File: src/rtl/dcache_ctrl.sv
// dcache_ctrl: direct-mapped, write-back, write-allocate data cache with miss FSM.
// Optional DCACHE_STATS_EN adds saturating hit_count/miss_count outputs.
module dcache_ctrl #(
  parameter int LINES = 32
) (
  input  logic        clk,
  input  logic        rst,
  input  logic [15:0] Addr,
  input  logic [15:0] DataIn,
  input  logic        Rd,
  input  logic        Wr,
  output logic [15:0] DataOut,
  output logic        Done,
  output logic        Stall,
  output logic        CacheHit,
  output logic        err,
  output logic [15:0] mem_addr,
  output logic [15:0] mem_wdata,
  output logic        mem_rd,
  output logic        mem_wr,
  input  logic [15:0] mem_rdata,
  input  logic        mem_ack
`ifdef DCACHE_STATS_EN
  ,
  output logic [15:0] hit_count,
  output logic [15:0] miss_count
`endif
);

  localparam int IDX_W = $clog2(LINES);
  localparam int TAG_W = 13 - IDX_W;

  typedef enum logic [1:0] {
    S_IDLE  = 2'd0,
    S_CMP   = 2'd1,
    S_WB    = 2'd2,
    S_ALLOC = 2'd3
  } state_t;

  state_t             state_q, state_d;
  logic [15:1]        addr_q;
  logic [15:0]        wdata_q;
  logic               is_wr_q;
  logic               refill_q, refill_d;
  logic [1:0]         cnt_q, cnt_d;
  logic [15:0]        dout_q;
  logic [LINES-1:0]   valid_q;
  logic [LINES-1:0]   dirty_q;

  logic [TAG_W-1:0]   tag_mem  [LINES];
  logic [15:0]        data_mem [LINES*4];

  logic [IDX_W-1:0]   idx_s;
  logic [TAG_W-1:0]   tag_s;
  logic [1:0]         off_s;
  logic [IDX_W+1:0]   word_s;
  logic [IDX_W+1:0]   xfer_word_s;
  logic [TAG_W-1:0]   line_tag_s;
  logic               hit_s;
  logic               latch_s, load_s, store_s, fill_s, fill_done_s;

  assign idx_s       = addr_q[IDX_W+2:3];
  assign tag_s       = addr_q[15:IDX_W+3];
  assign off_s       = addr_q[2:1];
  assign word_s      = {idx_s, off_s};
  assign xfer_word_s = {idx_s, cnt_q};
  assign line_tag_s  = tag_mem[idx_s];
  assign hit_s       = valid_q[idx_s] && (line_tag_s == tag_s);
  assign DataOut     = dout_q;

  // Next-state and strobe decode for the request/miss sequencer
  always_comb begin
    state_d     = state_q;
    cnt_d       = cnt_q;
    refill_d    = refill_q;
    err         = 1'b0;
    Done        = 1'b0;
    CacheHit    = 1'b0;
    Stall       = 1'b0;
    mem_rd      = 1'b0;
    mem_wr      = 1'b0;
    mem_addr    = 16'h0000;
    mem_wdata   = 16'h0000;
    latch_s     = 1'b0;
    load_s      = 1'b0;
    store_s     = 1'b0;
    fill_s      = 1'b0;
    fill_done_s = 1'b0;
    case (state_q)
      S_IDLE: begin
        if (Rd | Wr) begin
          if ((Rd & Wr) | Addr[0]) begin
            err = 1'b1;
          end else begin
            latch_s  = 1'b1;
            Stall    = 1'b1;
            refill_d = 1'b0;
            state_d  = S_CMP;
          end
        end else begin
          state_d = S_IDLE;
        end
      end
      S_CMP: begin
        if (hit_s) begin
          Done     = 1'b1;
          CacheHit = ~refill_q;
          store_s  = is_wr_q;
          load_s   = ~is_wr_q;
          state_d  = S_IDLE;
        end else begin
          Stall   = 1'b1;
          cnt_d   = 2'd0;
          state_d = dirty_q[idx_s] ? S_WB : S_ALLOC;
        end
      end
      S_WB: begin
        Stall     = 1'b1;
        mem_wr    = 1'b1;
        mem_addr  = {line_tag_s, idx_s, cnt_q, 1'b0};
        mem_wdata = data_mem[xfer_word_s];
        if (mem_ack) begin
          cnt_d   = cnt_q + 2'd1;
          state_d = (cnt_q == 2'd3) ? S_ALLOC : S_WB;
        end else begin
          cnt_d = cnt_q;
        end
      end
      S_ALLOC: begin
        Stall    = 1'b1;
        mem_rd   = 1'b1;
        mem_addr = {tag_s, idx_s, cnt_q, 1'b0};
        if (mem_ack) begin
          fill_s = 1'b1;
          cnt_d  = cnt_q + 2'd1;
          if (cnt_q == 2'd3) begin
            fill_done_s = 1'b1;
            refill_d    = 1'b1;
            state_d     = S_CMP;
          end else begin
            state_d = S_ALLOC;
          end
        end else begin
          cnt_d = cnt_q;
        end
      end
      default: state_d = S_IDLE;
    endcase
  end

  // Control state, latched request, line status bits and held load data
  always_ff @(posedge clk or posedge rst) begin
    if (rst) begin
      state_q  <= S_IDLE;
      addr_q   <= 15'd0;
      wdata_q  <= 16'h0000;
      is_wr_q  <= 1'b0;
      refill_q <= 1'b0;
      cnt_q    <= 2'd0;
      dout_q   <= 16'h0000;
      valid_q  <= {LINES{1'b0}};
      dirty_q  <= {LINES{1'b0}};
    end else begin
      state_q  <= state_d;
      cnt_q    <= cnt_d;
      refill_q <= refill_d;
      if (latch_s) begin
        addr_q  <= Addr[15:1];
        wdata_q <= DataIn;
        is_wr_q <= Wr;
      end
      if (load_s) dout_q <= data_mem[word_s];
      if (store_s) dirty_q[idx_s] <= 1'b1;
      if (fill_done_s) begin
        valid_q[idx_s] <= 1'b1;
        dirty_q[idx_s] <= 1'b0;
      end
    end
  end

  // Tag and data storage; contents are meaningless until the valid bit is set
  always_ff @(posedge clk) begin
    if (store_s) data_mem[word_s] <= wdata_q;
    if (fill_s) data_mem[xfer_word_s] <= mem_rdata;
    if (fill_done_s) tag_mem[idx_s] <= tag_s;
  end

`ifdef DCACHE_STATS_EN
  logic [15:0] hit_q, miss_q;
  assign hit_count  = hit_q;
  assign miss_count = miss_q;

  // Saturating statistics: hits on hit Done, misses on leaving CMP for a refill
  always_ff @(posedge clk or posedge rst) begin
    if (rst) begin
      hit_q  <= 16'h0000;
      miss_q <= 16'h0000;
    end else begin
      if (Done && CacheHit && (hit_q != 16'hFFFF)) hit_q <= hit_q + 16'd1;
      if ((state_q == S_CMP) && !hit_s && (miss_q != 16'hFFFF)) miss_q <= miss_q + 16'd1;
    end
  end
`endif

endmodule

File: config.mk
export PLATFORM = sky130hd
export DESIGN_NAME = dcache_ctrl
export DESIGN_NICKNAME = d
export VERILOG_FILES = /design/src/rtl/dcache_ctrl.sv
export SDC_FILE = /design/constraint.sdc
export NUM_CORES = 2
export LEC_CHECK = 0
export CELL_PAD_IN_SITES_DETAIL_PLACEMENT = 1
export CELL_PAD_IN_SITES_GLOBAL_PLACEMENT = 1
export CORE_ASPECT_RATIO = 1.5
export CORE_MARGIN = 2
export CORE_UTILIZATION = 55
export CTS_CLUSTER_DIAMETER = 120
export CTS_CLUSTER_SIZE = 16
export DETAILED_ROUTE_END_ITERATION = 12
export GPL_ROUTABILITY_DRIVEN = 0
export PLACE_DENSITY_LB_ADDON = 0.1
export RECOVER_POWER = 100
export SLEW_MARGIN = 0
export SYNTH_ARGS = -nofsm -noshare
export SYNTH_HDL_FRONTEND = slang
export SYNTH_SLANG_ARGS = --single-unit
File: constraint.sdc
create_clock -name clk -period 5.7 [get_ports clk]
set_input_delay 0.855 -clock clk [delete_from_list [all_inputs] [get_ports clk]]
set_output_delay 0.855 -clock clk [all_outputs]
set_load 0.02 [all_outputs]
==> results by group <==
Synthesis
  • Syn nets: 5329
  • Area share of the largest cell type after synthesis: 62.8%
  • Mapped Cells: 5275
  • Post-synth EDFFs: 2304
  • Top flip-flop cell by instance count after synthesis: edfxtp_1
  • Sequential fraction of the synthesis area: 65.4%
  • Post-Syn Area per Cell: 20.9 sq um
  • Synthesized cell area: 110000 sq um
  • Leading area contributor after synthesis: edfxtp_1
  • Library cells used by synthesis: 73
  • Yosys synthesis warning count: 0
  • FFs w/ async S/R, synth: 4.83%
  • Cell types with the largest area share after synthesis: edfxtp_1, mux4_2, dfrtp_1, mux2i_1, clkbuf_1
  • Post-synthesis sequential element count: 2421

Placed design
  • Placed cells: 8007
  • Port buffer count: 105
  • Final HPWL from detailed placement: 242 mm

Final layout
  • Final core utilization: 60.8%
  • Layout cell share with drive strength beyond 1: 34.8%
  • Signed area change from the synthesized netlist to the final layout: 10.1%
  • Number of nets in the final layout: 5621
  • Non-Filler Instances: 8265

Worst hold path
  • Startpoint of the lowest-slack hold path: valid_q[25]
  • Hold crit path type: flop to flop
  • Hold Crit Depth: 1

STA
  • Fmax: 176 MHz
  • Worst Tran Pin Value: 4050 ps
  • Total Negative Setup Slacks: 0 ps
  • Number of failing setup endpoints in the final timing report: 0
  • Final count of pins violating max slew: 1678
  • Shortest period the worst path allows: 5690 ps
  • Fin crit share: 99.8%
  • Largest clock skew in the final design: 35.4 ps
  • Final hold violation count: 0
  • Final hold slack: 470 ps
  • Slew headroom: -172%

Global routing
  • Overall track demand over capacity in global routing: 36.7%
  • Number of antenna violations at the first check in global routing: 23
  • Pin count of the biggest net entering global routing: 129
  • Via count of the first global-routing pass: 64900
  • Gr ovfl total: 0
  • Global-route wire length before repair: 518 mm

Run status
  • Status: finished, violations left
  • Violations in the final reports: capacitance limit, slew limit

Floorplan
  • Number of standard-cell rows in the floorplan: 201
  • Number of placed I/O pins: 107
  • Initial standard-cell utilization of the core: 55.2%
  • Area of the core region: 200000 sq um
  • DIE HEIGHT: 552 um
  • Die width: 370 um
  • Die area: 204000 sq um

CTS
  • TritonCTS buffer count: 177
  • Clock tree from TritonCTS: built
  • Clock latency on the worst-skew pair: 870 ps
  • Total clock sinks: 2421
  • Cts-stage hold buffer count: 0
  • Clock input transition at the sequential cells of the worst setup and hold paths: 80 ps
  • Maximum clock insertion buffer count: 4
  • Root Buffer: clkbuf_16
  • Number of levels in the clock H-tree: 4

Worst setup path
  • Arrival @ worst endpoint: 4830 ps
  • Crit Path Class: flop to output port
  • Startpoint class of the critical path: flop
  • Biggest fanout along the worst timing path: 22
  • Setup crit start: cnt_q[1]
  • Critical register-to-register path startpoint: state_q[0]
  • Endpoint kind of the worst setup timing path: output port
  • Data required time of the critical path: 4850 ps
  • Cells on worst reg2reg path: 5

Run
  • Max-cap viol count: 39

Detailed routing
  • DRC marker count from the first detailed-route iteration: 8460
  • Total wire length after detailed routing: 370 mm
  • Routed vias: 62200
  • Post-detailed-route wirelength per cell: 44.7 um
  • First-pass DRT Iterations: 8
  • Drc violations: 0
  • Vias per inst: 7.52
  • Number of antenna-violating nets in the routed design: 0

Power
  • Design Power: 65800 uW
  • Power per unit of standard cell area: 542 nW/um^2
  • Max VDD drop: 0.000308 V
  • Standby leakage power: 0.0381 uW
==> state kept, by name (all words and copies together) (netlist names) <==
signal	flops
state_q	2
valid_q	32
addr_q	15
cnt_q	2
dirty_q	32
refill_q	1
data_mem	2048
tag_mem	256
is_wr_q	1
DataOut	16
wdata_q	16
==> critical path, stage by stage, from the launching register on <==
cell and delay [ps]:
dfrtp_4 750, buf_12 260, buf_4 340, mux4_2 360
mux4_2 610, mux2i_1 430, o211ai_1 260, a21oi_1 190
nor2_1 100, clkdlybuf4s50_1 600
==> through the flow <==
stage	cell area, sq um	setup WS, ps
after detailed placement	118000	384
after global routing	121000	-13.4
after floorplan	110000	1480
final	121000	11.8
after global placement	118000	437
after CTS	123000	9.55
==> power by group <==
part / total (uW) / leakage [uW] / internal, uW / switching, uW
clock network: 11700 / 0.00228 / 5680 / 6040
logic: 31100 / 0.0135 / 12200 / 18900
registers: 23000 / 0.0223 / 22400 / 594
total: 65800 / 0.0381 / 40200 / 25600
==> Yosys cell counts (all sizes together), types with 16 or more instances <==
master  number
a21oi      172
a22o        26
a22oi       70
buf        168
clkbuf     258
dfrtp      117
edfxtp    2304
inv         23
mux2        66
mux2i      147
mux4      1280
nand2      158
nand2b      25
nand3       51
nor2        88
o21ai       44
o22ai       63
o31ai       16
or2         17
==> final cells by class <==
type	instances	area, sq um
Fill cell	16400	78300
Clock buffer	226	4630
Timing Repair Buffer	539	4690
Inverter	24	109
Multi-Input combinational cell	2404	36400
Antenna cell	6	15.0
Clock inverter	6	67.6
Tap cell	2639	3300
Sequential cell	2421	72100
==> logic make-up after synthesis <==
family / after synthesis / share of synthesized area, %
other: 1 / 0.00340
adder cells (fa/ha/maj): 1 / 0.0113
flip-flops: 2421 / 65.4
XOR/XNOR: 3 / 0.0238
buffers and inverters: 450 / 1.66
AND/OR/NAND/NOR: 433 / 1.95
multiplexers: 1493 / 28.2
AO/OA/AOI/OAI: 473 / 2.76
==> worst paths after layout <==
| check | to | slack (ps) |
|---|---|---|
| min reg2reg | valid_q[25] | 470 |
| min in group asynchronous | wdata_q[10] | 1630 |
| max reg2reg | data_mem[21][12] | 100 |
| max in group asynchronous | addr_q[6] | 1480 |
| min | valid_q[25] | 470 |
| max | mem_wdata[7] | 10 |
==> cell usage in the layout, fill, tap and decap left out, types with 15 or more instances in the layout <==
cell type        Yosys  final
clkbuf_1           256    105
o211ai_1            15     15
o22ai_1             63     63
mux2i_1            147    146
clkbuf_16            0    179
nand2_1            158    158
o31ai_1             16     16
clkdlybuf4s50_1      0     71
or2_2               17     16
dfrtp_1            117    109
a21oi_1            172    167
nor2_1              88     88
a22o_1              26     26
dlygate4sd3_1        0     28
buf_12               0     57
edfxtp_1          2304   2304
mux2_2              58     52
nand2b_1            25     24
mux4_2            1280   1280
clkbuf_2             2    117
o21ai_0             44     44
a22oi_1             70     70
nand3_1             51     50
inv_1               22     20
buf_4                6    181
==> what timing repair did <==
action,in CTS,in global routing
pin swaps,0,0
endpoints found under the setup margin,19,5
endpoints found under the hold margin,0,0
gates cloned,1,1
resized for setup,11,10
setup buffers,13,5
==> routing by layer <==
| layer | global-route usage [%] | up-vias | part of all wire, % |
|---|---|---|---|
| li1 | - | 23500 | - |
| met1 | 47.0 | 33700 | 34 |
| met2 | 58.0 | 3948 | 48 |
| met3 | 8.04 | 1017 | 10 |
| met4 | 22.3 | 16 | 8.4 |
| met5 | 0 | - | 0.047 |
No activity file was read; power rests on OpenSTA's default activity.
